[src/rtl/reg_read_port.sv]
// Register file with a single-cycle write port and a handshaked read port.
// Read results queue in a 2-entry response buffer so a stalled consumer never loses data.
module reg_read_port #(
   parameter int WIDTH  = 8,
   parameter int NREGS  = 8,
   parameter int ADDR_W = 3
) (
   input  logic              clk,
   input  logic              rst_n,
   input  logic              wr_en,
   input  logic [ADDR_W-1:0] wr_addr,
   input  logic [WIDTH-1:0]  wr_data,
   input  logic              rd_req_valid,
   output logic              rd_req_ready,
   input  logic [ADDR_W-1:0] rd_addr,
   output logic              rd_rsp_valid,
   input  logic              rd_rsp_ready,
   output logic [WIDTH-1:0]  rd_data
);

   localparam logic [ADDR_W:0] NREGS_EXT = (ADDR_W+1)'(NREGS);

   logic [WIDTH-1:0] r_regs [NREGS];
   logic [WIDTH-1:0] r_buf [2];
   logic             r_wrPtr;
   logic             r_rdPtr;
   logic [1:0]       r_count;

   logic             w_wrHit;
   logic             w_rdInRange;
   logic             w_push;
   logic             w_pop;
   logic [WIDTH-1:0] w_capData;

   assign w_wrHit     = wr_en && (wr_addr != '0) && ({1'b0, wr_addr} < NREGS_EXT);
   assign w_rdInRange = (rd_addr != '0) && ({1'b0, rd_addr} < NREGS_EXT);

   assign rd_req_ready = (r_count < 2'd2);
   assign rd_rsp_valid = (r_count != 2'd0);
   assign rd_data      = rd_rsp_valid ? r_buf[r_rdPtr] : '0;

   assign w_push = rd_req_valid && rd_req_ready;
   assign w_pop  = rd_rsp_valid && rd_rsp_ready;

   // Write-first: a same-cycle write to the read address is forwarded into the buffer.
   always_comb begin
      w_capData = '0;
      if (w_rdInRange) begin
         if (wr_en && (wr_addr == rd_addr)) begin
            w_capData = wr_data;
         end else begin
            w_capData = r_regs[rd_addr];
         end
      end
   end

   always_ff @(posedge clk) begin
      if (!rst_n) begin
         for (int i = 0; i < NREGS; i++) begin
            r_regs[i] <= '0;
         end
      end else if (w_wrHit) begin
         r_regs[wr_addr] <= wr_data;
      end
   end

   always_ff @(posedge clk) begin
      if (!rst_n) begin
         r_buf[0] <= '0;
         r_buf[1] <= '0;
         r_wrPtr  <= 1'b0;
         r_rdPtr  <= 1'b0;
         r_count  <= 2'd0;
      end else begin
         if (w_push) begin
            r_buf[r_wrPtr] <= w_capData;
            r_wrPtr        <= ~r_wrPtr;
         end
         if (w_pop) begin
            r_rdPtr <= ~r_rdPtr;
         end
         case ({w_push, w_pop})
            2'b10:   r_count <= r_count + 2'd1;
            2'b01:   r_count <= r_count - 2'd1;
            default: r_count <= r_count;
         endcase
      end
   end

endmodule

[config.mk]
export PLATFORM = sky130hd
export DESIGN_NAME = reg_read_port
export DESIGN_NICKNAME = d
export VERILOG_FILES = /design/src/rtl/reg_read_port.sv
export SDC_FILE = /design/constraint.sdc
export NUM_CORES = 1
export LEC_CHECK = 0
export BUFFER_PORTS_ARGS = -buffer_cell sky130_fd_sc_hd__clkbuf_2
export CAP_MARGIN = 30
export CORE_AREA = 2 2 105 107
export CTS_CLUSTER_SIZE = 14
export DETAILED_ROUTE_END_ITERATION = 6
export DIE_AREA = 0 0 107 109
export GPL_ROUTABILITY_DRIVEN = 0
export SLEW_MARGIN = 10
export SYNTH_ARGS = -nofsm -noshare
export SYNTH_HDL_FRONTEND = slang
export SYNTH_SLANG_ARGS = --single-unit
[constraint.sdc]
create_clock -name clk -period 4.6 [get_ports clk]
set_input_delay 0.46 -clock clk [delete_from_list [all_inputs] [get_ports clk]]
set_output_delay 0.46 -clock clk [all_outputs]
set_load 0.01 [all_outputs]
* After elaboration in Yosys (flattened, before gate mapping)
Memory sizes are Yosys's and may differ from the RTL's. A register that Yosys moved wholly into a read port is not among the register bits.
Cells that the tools add are included.
** Storage, ports and cells
- Bits in writable memories :: 80
- Output and inout bits :: 10
- Register bits :: 4
- Memories kept :: 2
- Logic and storage cells :: 42
** Operators by class
- Eq/ne operators :: 3
- Bitwise gates (word level) :: 2
- $lt $le $gt $ge :: 1
- Add/subtract/negate cells :: 2
- Reductions and logical operators :: 10
- Mux-type cells :: 19
** Memories
- r_regs :: depth 8, bits a word 8, rd ports 1, clocked after memory_dff 0, write ports 8, RTL line 23 : logic [WIDTH-1:0] r_regs [NREGS];
- r_buf :: depth 2, bits a word 8, rd ports 1, clocked after memory_dff 1, write ports 2, RTL line 24 : logic [WIDTH-1:0] r_buf [2];
** Operators with widths (count)
- two-way mux 8 bit :: 5
- OR reduction 8 bit :: 2
- two-way mux 1 bit :: 12
- nonzero test 3 bit :: 2
- logical AND 1 bit :: 4
- case mux 2 bit (2 select lines) :: 1
- nonzero test 2 bit :: 2
- equality test 3 bit :: 1
- two-way mux 3 bit :: 1
- adder 2 x 1 -> 2 bit (second input constant) :: 1
- equality test 2 x 1 -> 1 bit (second input constant) :: 1
- equality test 2 bit (second input constant) :: 1
- < comparator 2 bit (second input constant) :: 1
- NOT 1 bit :: 2
- subtractor 2 x 1 -> 2 bit (second input constant) :: 1

* Depth between registers and ports, before layout
Gate-level depths: netlist of run 1.
- Depth in word-level cells :: 7
- Depth in mapped cells :: 7
- Mapped depth without buffers :: 6

* Least setup slack after synthesis of run 1
No wires, ideal clock.
- Kind :: input -> register
- From :: input port rd_addr[0]
- To :: memory r_buf[0][5] (data pin)
- Arrival :: 1528 ps
- Cell stages on the path :: 5
- Setup time :: 259 ps
- Setup slack :: 2813 ps
- Buffers on the path :: 2
- Cell sequence :: buf_6 -> buf_8 -> mux4_2 -> a211oi_2 -> nor2_1
** RTL lines
- start: declaration :: RTL line 15 : input logic [ADDR_W-1:0] rd_addr,
- end: declaration :: RTL line 24

==> results of run 1 <==
flip-flops by register name, indices dropped and copies added, names as in the netlist, named ones only:
| register | cells |
|---|---|
| r_regs | 64 |
| r_wrPtr | 1 |
| r_count | 2 |
| r_buf | 16 |
| r_rdPtr | 1 |
per-stage QoR:
| stage | instances | hold slack (ns) | power, mW | cell area, um2 |
|---|---|---|---|---|
| floorplan | 299 | 0.445 | 1.17 | 3980 |
| global placement | 461 | 0.454 | 1.27 | 4260 |
| detailed placement | 462 | 0.481 | 1.27 | 4260 |
| CTS | 478 | 0.438 | 1.78 | 4460 |
| global route | 478 | 0.482 | 1.86 | 4460 |
| finish | 478 | 0.434 | 1.78 | 4460 |
cell type report:
type	count	area (um2)
fill	988	6150
sequential	85	2500
multi-input combinational	200	1390
timing repair buffer	34	183
tap	140	175
clock buffer	10	128
clock inverter	6	63.8
inverter	3	11.3
cell usage in the layout, fill, tap and decap left out, types with 2 or more instances in the layout:
cell type,count
and2_1,58
o21ai_0,23
clkinvlp_4,4
xnor2_1,4
nor2_1,34
nand2b_1,4
nand3b_1,2
xor2_1,2
mux4_1,6
clkbuf_2,28
nand2_1,5
a211oi_2,2
edfxtp_1,80
inv_1,3
a211oi_1,6
dfxtp_1,5
a21oi_1,2
clkbuf_8,9
o22ai_1,8
mux4_2,2
buf_4,5
conb_1,8
mux2i_1,24
cells in the mapped netlist (all sizes together):
master  count  area, um2
dfxtp       5        100
nand2b      4       25.0
a21oi       2       10.0
o22ai       8       50.1
o21ai      23        115
edfxtp     80       2400
conb        1       3.75
ha          1       12.5
buf         8       60.1
inv         3       11.3
o31ai       1       7.51
clkbuf      3       11.3
or3b        1       8.76
and4        1       8.76
or2         1       6.26
mux2i      24        240
nor2b       1       6.26
nor2       34        128
nand2       5       18.8
and2       58        363
nand3b      2       15.0
a211oi      8       70.1
nor3        1       5.00
or3         1       6.26
mux4        8        203
xor2        2       17.5
nand3       1       5.00
xnor2       4       35.0
nand4       1       6.26
worst max-delay path: stages:
cell,delay (ns)
clkbuf_2,0.65
mux4_1,0.69
a211oi_1,0.35
nor2_1,0.10
cells by family after synthesis:
family                   Yosys count  share of synthesized area, %
AND/OR/NAND/NOR                  111                          15.2
multiplexers                      32                          11.2
AO/OA/AOI/OAI                     42                          6.40
XOR/XNOR                           6                          1.33
adder cells (fa/ha/maj)            1                         0.317
flip-flops                        85                          63.3
buffers and inverters             14                          2.09
other                              1                        0.0949
report_power, final:
part	internal, mW	switching (mW)	leakage, nW
combinational	0.118	0.166	0.721
clock	0.249	0.282	0.0822
sequential	0.926	0.0385	0.826
how the worst max path moves through the flow:
stage	from	to	slack [ns]
2_1_floorplan	rd_addr[0]	r_buf[0][5]	2.81
3_3_place_gp	rd_addr[0]	r_buf[1][3]	2.10
3_5_place_dp	rd_addr[0]	r_buf[1][0]	2.05
4_1_cts	rd_addr[0]	r_buf[1][0]	2.45
5_1_grt	rd_addr[0]	r_buf[0][2]	2.37
6_report	rd_addr[0]	r_buf[1][7]	2.45
layer usage:
| metal | routed length (um) | GRT usage (%) | vias to the layer above |
|---|---|---|---|
| li1 | - | - | 1145 |
| met1 | 3490 | 17.4 | 1132 |
| met2 | 4170 | 27.5 | 47 |
| met3 | 276 | 3.05 | 13 |
| met4 | 217 | 7.70 | 0 |
| met5 | 0 | 0 | - |
==> impl_metrics.py, run 1 <==
metrics = {
    "clock_tree": {
        "h-tree-depth": 3,
        "cts_setup_buffers": 0,
        "clk_pin_slew_ns": 0.09,
        "cts_buffers": 9,
        "cts-root-buf": "clkbuf_8",
        "clkSinkCount": 85,
        "cts_resized": 0,
        "clk_path_buf_depth": 2,
        "clkLatencyLatePin_ns": 0.38,
        "cts_tree": "built",
        "cts_hold_buf": 0,
    },
    "finish": {
        "finish.net_count": 353,
        "synthToLayoutAreaGrowth_pct": 12.8,
        "drive_gt1_share_pct": 16.0,
        "antennaDiodeCount": 0,
        "finalCoreUtilization_pct": 42.0,
    },
    "global_route": {
        "grt_pass1_vias": 2272,
        "grt_overflow": 0,
        "antenna_found_initial": 0,
        "grt_max_degree": 27,
        "grt_first_pass_wirelength_um": 12700,
        "grtUsageTotal_pct": 15.3,
    },
    "hold_path": {
        "min_to": "r_wrPtr",
        "hp-class": "in -> reg",
        "min_from": "rd_req_valid",
        "worstHoldPathCells": 4,
    },
    "worst_setup_path": {
        "rrSetupSlack_ns": 2.67,
        "critPathArrivalTime_ns": 2.27,
        "critPathKind": "in -> reg",
        "critPathMaxFanout": 26,
        "r2r_end": "r_count[1]",
        "start_kind": "input pin",
        "required_ns": 4.72,
        "reg2regPathDepth": 5,
        "crit_path_end_kind": "flop",
        "r2r_start": "r_count[1]",
    },
    "timing": {
        "fin_crit_sh_pct": 46.6,
        "drv_slew": 0,
        "timing_worst_slew_pin_value_ns": 0.884,
        "setup_viol": 0,
        "maxClockFrequency_mhz": 466,
        "layout_min_cycle_time_ns": 2.15,
        "relSlewSlack_pct": 41.0,
        "rsz0062_at_grt": "no",
        "hold_viol_final": 0,
        "layout_setup_ws_ns": 2.45,
        "clock_skew_ns": 0.00985,
        "finalSetupTns_ns": 0,
    },
    "die": {
        "dieArea_um2": 11700,
        "initial_core_util_pct": 37.3,
        "core_um2": 10600,
        "num_rows": 38,
        "ios": 29,
        "die_y_um": 109,
        "fp.dieW_um": 107,
    },
    "pwr": {
        "power_leakage_nw": 1.63,
        "pwr_density_cell_nw_per_um2": 399,
        "ir_worst_vdd_v": 0.000141,
    },
    "routing": {
        "first_pass_iters": 4,
        "post_drt_wl_per_cell_um": 17.0,
        "drt-total-wl_um": 8150,
        "antenna_left": 0,
        "first_iter_violations": 125,
        "route.detailed.drc": 0,
        "vias": 2337,
        "vias_per_cell": 4.89,
    },
    "placement": {
        "detailedPlace.worstSlack_ns": 2.05,
        "dp_hpwl_um": 5660,
        "port_buffers": 28,
    },
    "synthesis": {
        "syn_area_per_cell_um2": 13.5,
        "synth-seq-cells": 85,
        "synth_area_um2": 3950,
        "ys_types": 34,
        "seq_area_frac_synth_pct": 63.3,
        "ys_warn_count": 0,
        "synthCells": 292,
    },
    "status": {
        "status": "completed",
    },
    "flow_run": {
        "cap_violations": 0,
    },
}
Power figures use the tool's default switching activity.
==> inputs of run 2 (changes only) <==
--- a/config.mk
+++ b/config.mk
@@ -5,12 +5,13 @@
 export SDC_FILE = /design/constraint.sdc
 export NUM_CORES = 1
 export LEC_CHECK = 0
+export ABC_AREA = 1
 export BUFFER_PORTS_ARGS = -buffer_cell sky130_fd_sc_hd__clkbuf_2
 export CAP_MARGIN = 30
-export CORE_AREA = 2 2 105 107
+export CORE_AREA = 2 2 108 110
 export CTS_CLUSTER_SIZE = 14
 export DETAILED_ROUTE_END_ITERATION = 6
-export DIE_AREA = 0 0 107 109
+export DIE_AREA = 0 0 110 112
 export GPL_ROUTABILITY_DRIVEN = 0
 export SLEW_MARGIN = 10
 export SYNTH_ARGS = -nofsm -noshare
==> constraint.sdc (replaced) <==
create_clock -name clk -period 2.2 [get_ports clk]
set_input_delay 0.22 -clock clk [delete_from_list [all_inputs] [get_ports clk]]
set_output_delay 0.22 -clock clk [all_outputs]
set_load 0.01 [all_outputs]
==> impl_metrics.py, run 2 <==
metrics = {
    "global_route": {
        "use_met3_pct": 3.45,
        "gr-usage-met2_pct": 22.7,
        "grt_first_pass_wirelength_um": 14700,
        "grtUsageTotal_pct": 16.0,
        "grt_use_met1_pct": 24.4,
        "antenna_found_initial": 0,
        "grt_pass1_vias": 2714,
        "grt_overflow": 0,
        "grt-busiest-layer": "met1",
        "grt_max_degree": 34,
    },
    "timing": {
        "relSlewSlack_pct": 64.3,
        "clock_skew_ns": 0.0118,
        "rsz0062_at_grt": "no",
        "setup_viol": 0,
        "fin_crit_sh_pct": 78.7,
        "hold_viol_final": 0,
        "layout_min_cycle_time_ns": 1.73,
        "drv_slew": 0,
        "timing_worst_slew_pin_value_ns": 0.535,
        "finalSetupTns_ns": 0,
        "layout_setup_ws_ns": 0.468,
        "maxClockFrequency_mhz": 577,
    },
    "synthesis": {
        "synth_top_family_by_area": "simple AND/OR/NAND/NOR gates",
        "yosys-top-cells-count": "114 x nand2_1, 80 x edfxtp_1, 77 x nor2_1, 58 x nand3_1, 24 x inv_1",
        "synth-edff-count": 80,
        "synth_mux_area_share_pct": 0,
        "async_reset_ff_share_pct": 0,
        "synthAdderAreaFrac_pct": 0.304,
        "synth_area_um2": 4110,
        "synth-seq-cells": 85,
        "synth_compound_gate_area_share_pct": 1.83,
        "synth_ff_type": "edfxtp_1",
        "synth_simple_gate_area_share_pct": 32.0,
        "ys_types": 26,
        "synth.most_common_cell": "nand2_1",
        "seq_area_frac_synth_pct": 60.9,
        "synth_area_leaders": "edfxtp_1 58%, nand2_1 10%, nand3_1 7.1%, nor2_1 7.0%, dfxtp_1 2.4%",
        "netlist.top_cell.by_area": "edfxtp_1",
        "synth_top_area_share_pct": 58.4,
        "synthCells": 423,
        "ys_warn_count": 0,
        "synth_xor_area_share_pct": 0.213,
        "syn_area_per_cell_um2": 9.72,
    },
    "finish": {
        "top_register": "r_regs",
        "nFillCells": 1085,
        "finish.instance_area_um2": 4750,
        "final_cells": 615,
        "register_area_um2": 2500,
        "synthToLayoutAreaGrowth_pct": 15.5,
        "mostFrequentLayoutCells": "114 x nand2_1, 80 x edfxtp_1, 77 x nor2_1",
        "largestRegisters": "r_regs x64, r_buf x16, r_count x2",
        "drive_gt1_share_pct": 18.4,
        "finish.net_count": 487,
        "multi_input_area_um2": 1440,
        "layout_commonest_cell": "nand2_1",
        "largest_reg_flops": 64,
        "antennaDiodeCount": 0,
    },
    "clock_tree": {
        "clkSinkCount": 85,
        "cts-root-buf": "clkbuf_16",
        "clk_path_buf_depth": 2,
        "h-tree-depth": 3,
        "cts_tree": "built",
        "clkLatencyLatePin_ns": 0.34,
        "clk_pin_slew_ns": 0.06,
        "cts_hold_buf": 0,
        "cts_buffers": 9,
        "cts_resized": 0,
        "cts_setup_buffers": 0,
    },
    "routing": {
        "post_drt_wl_per_cell_um": 15.1,
        "antenna_left": 0,
        "vias_per_cell": 4.80,
        "vias": 2950,
        "first_iter_violations": 228,
        "route.detailed.drc": 0,
        "drt-total-wl_um": 9260,
        "first_pass_iters": 5,
    },
    "worst_setup_path": {
        "cpLargestDelayFamily": "compound AO/OA/AOI/OAI gates",
        "critPathMaxStageDelay_ns": 0.34,
        "critPathSlowestCell": "dfxtp_1",
        "required_ns": 2.41,
        "crit_path_end_kind": "flop",
        "critPathArrivalTime_ns": 1.95,
        "reg2regPathDepth": 9,
        "cp_num_cells": 9,
        "critPathBufInv": 2,
        "worstPathCellList": "nor2_2 > inv_1 > nand2_1 > inv_1 > ha_1 > a21oi_1 > o21ai_0 > o21ai_0 > a21oi_1",
        "start_kind": "flop",
        "r2r_start": "r_count[0]",
        "crit_start": "r_count[0]",
        "critPathKind": "reg -> reg",
        "critPathMaxFanout": 9,
    },
    "placement": {
        "placed_area_um2": 4460,
        "dp_hpwl_um": 6730,
        "detailedPlace.worstSlack_ns": 0.377,
        "port_buffers": 28,
        "dp_cells": 599,
    },
    "flow_run": {
        "cap_violations": 0,
    },
    "die": {
        "dieArea_um2": 12300,
        "die_y_um": 112,
        "initial_core_util_pct": 36.8,
        "core_um2": 11200,
        "ios": 29,
        "num_rows": 39,
        "fp.dieW_um": 110,
    },
    "hold_path": {
        "hp-class": "in -> reg",
        "worstHoldPathCells": 4,
        "min_from": "rd_rsp_ready",
    },
    "status": {
        "status": "completed",
    },
    "pwr": {
        "power_mw": 4.09,
        "power_leakage_nw": 2.10,
        "pwr_density_cell_nw_per_um2": 861,
        "ir_worst_vdd_v": 0.000391,
    },
}
-- run 2: final cells by class --
cell class                      count  area share, %
Multi-Input combinational cell    303           30.4
Tap cell                          143           3.77
Inverter                           28           2.32
Clock inverter                      6           1.16
Timing Repair Buffer               40           4.85
Sequential cell                    85           52.7
Clock buffer                       10           4.82
-- run 2: path summary, 6_finish.rpt --
kind,slack (ns),end
max,0.47,r_count[1]
min,0.23,flop
max reg2reg,0.47,r_count[1]
min reg2reg,0.46,flop
-- run 2: stage by stage --
step           utilization (%)  hold WS (ns)
2_1_floorplan                -         0.426
3_3_place_gp              40.0         0.438
3_5_place_dp              40.0         0.451
4_1_cts                   42.5         0.229
5_1_grt                   42.5         0.284
6_report                  42.5         0.232
-- run 2: cells by family (layout without fill, tap and decap cells) --
group,Yosys count,in the layout
AOI/OAI and AO/OA,15,15
xor gates and xnor gates,1,1
adders and majority gates,1,1
buffers and inverters,42,84
DFF,85,85
other,1,8
and+or+nand+nor,278,278
-- run 2: report_power, final --
group	leakage [nW]	switching (mW)	total [mW]	internal, mW
clock	0.140	0.656	1.44	0.788
combinational	1.13	0.445	0.658	0.213
sequential	0.823	0.0671	1.99	1.92
total	2.10	1.17	4.09	2.92
-- run 2: layer usage --
layer / share of wire (%) / wire [um]
met5: 0 / 0
met2: 44 / 4030
met4: 1.5 / 137
met3: 6.0 / 553
met1: 49 / 4540
-- run 2: worst reg2reg max path: cells and delay by family, from the launching register on --
kind            cells  cell delay [ns]
compound gates      4             0.45
fa+ha+maj           1             0.30
buf+inv             2             0.17
simple gates        2             0.37
flops               1             0.34
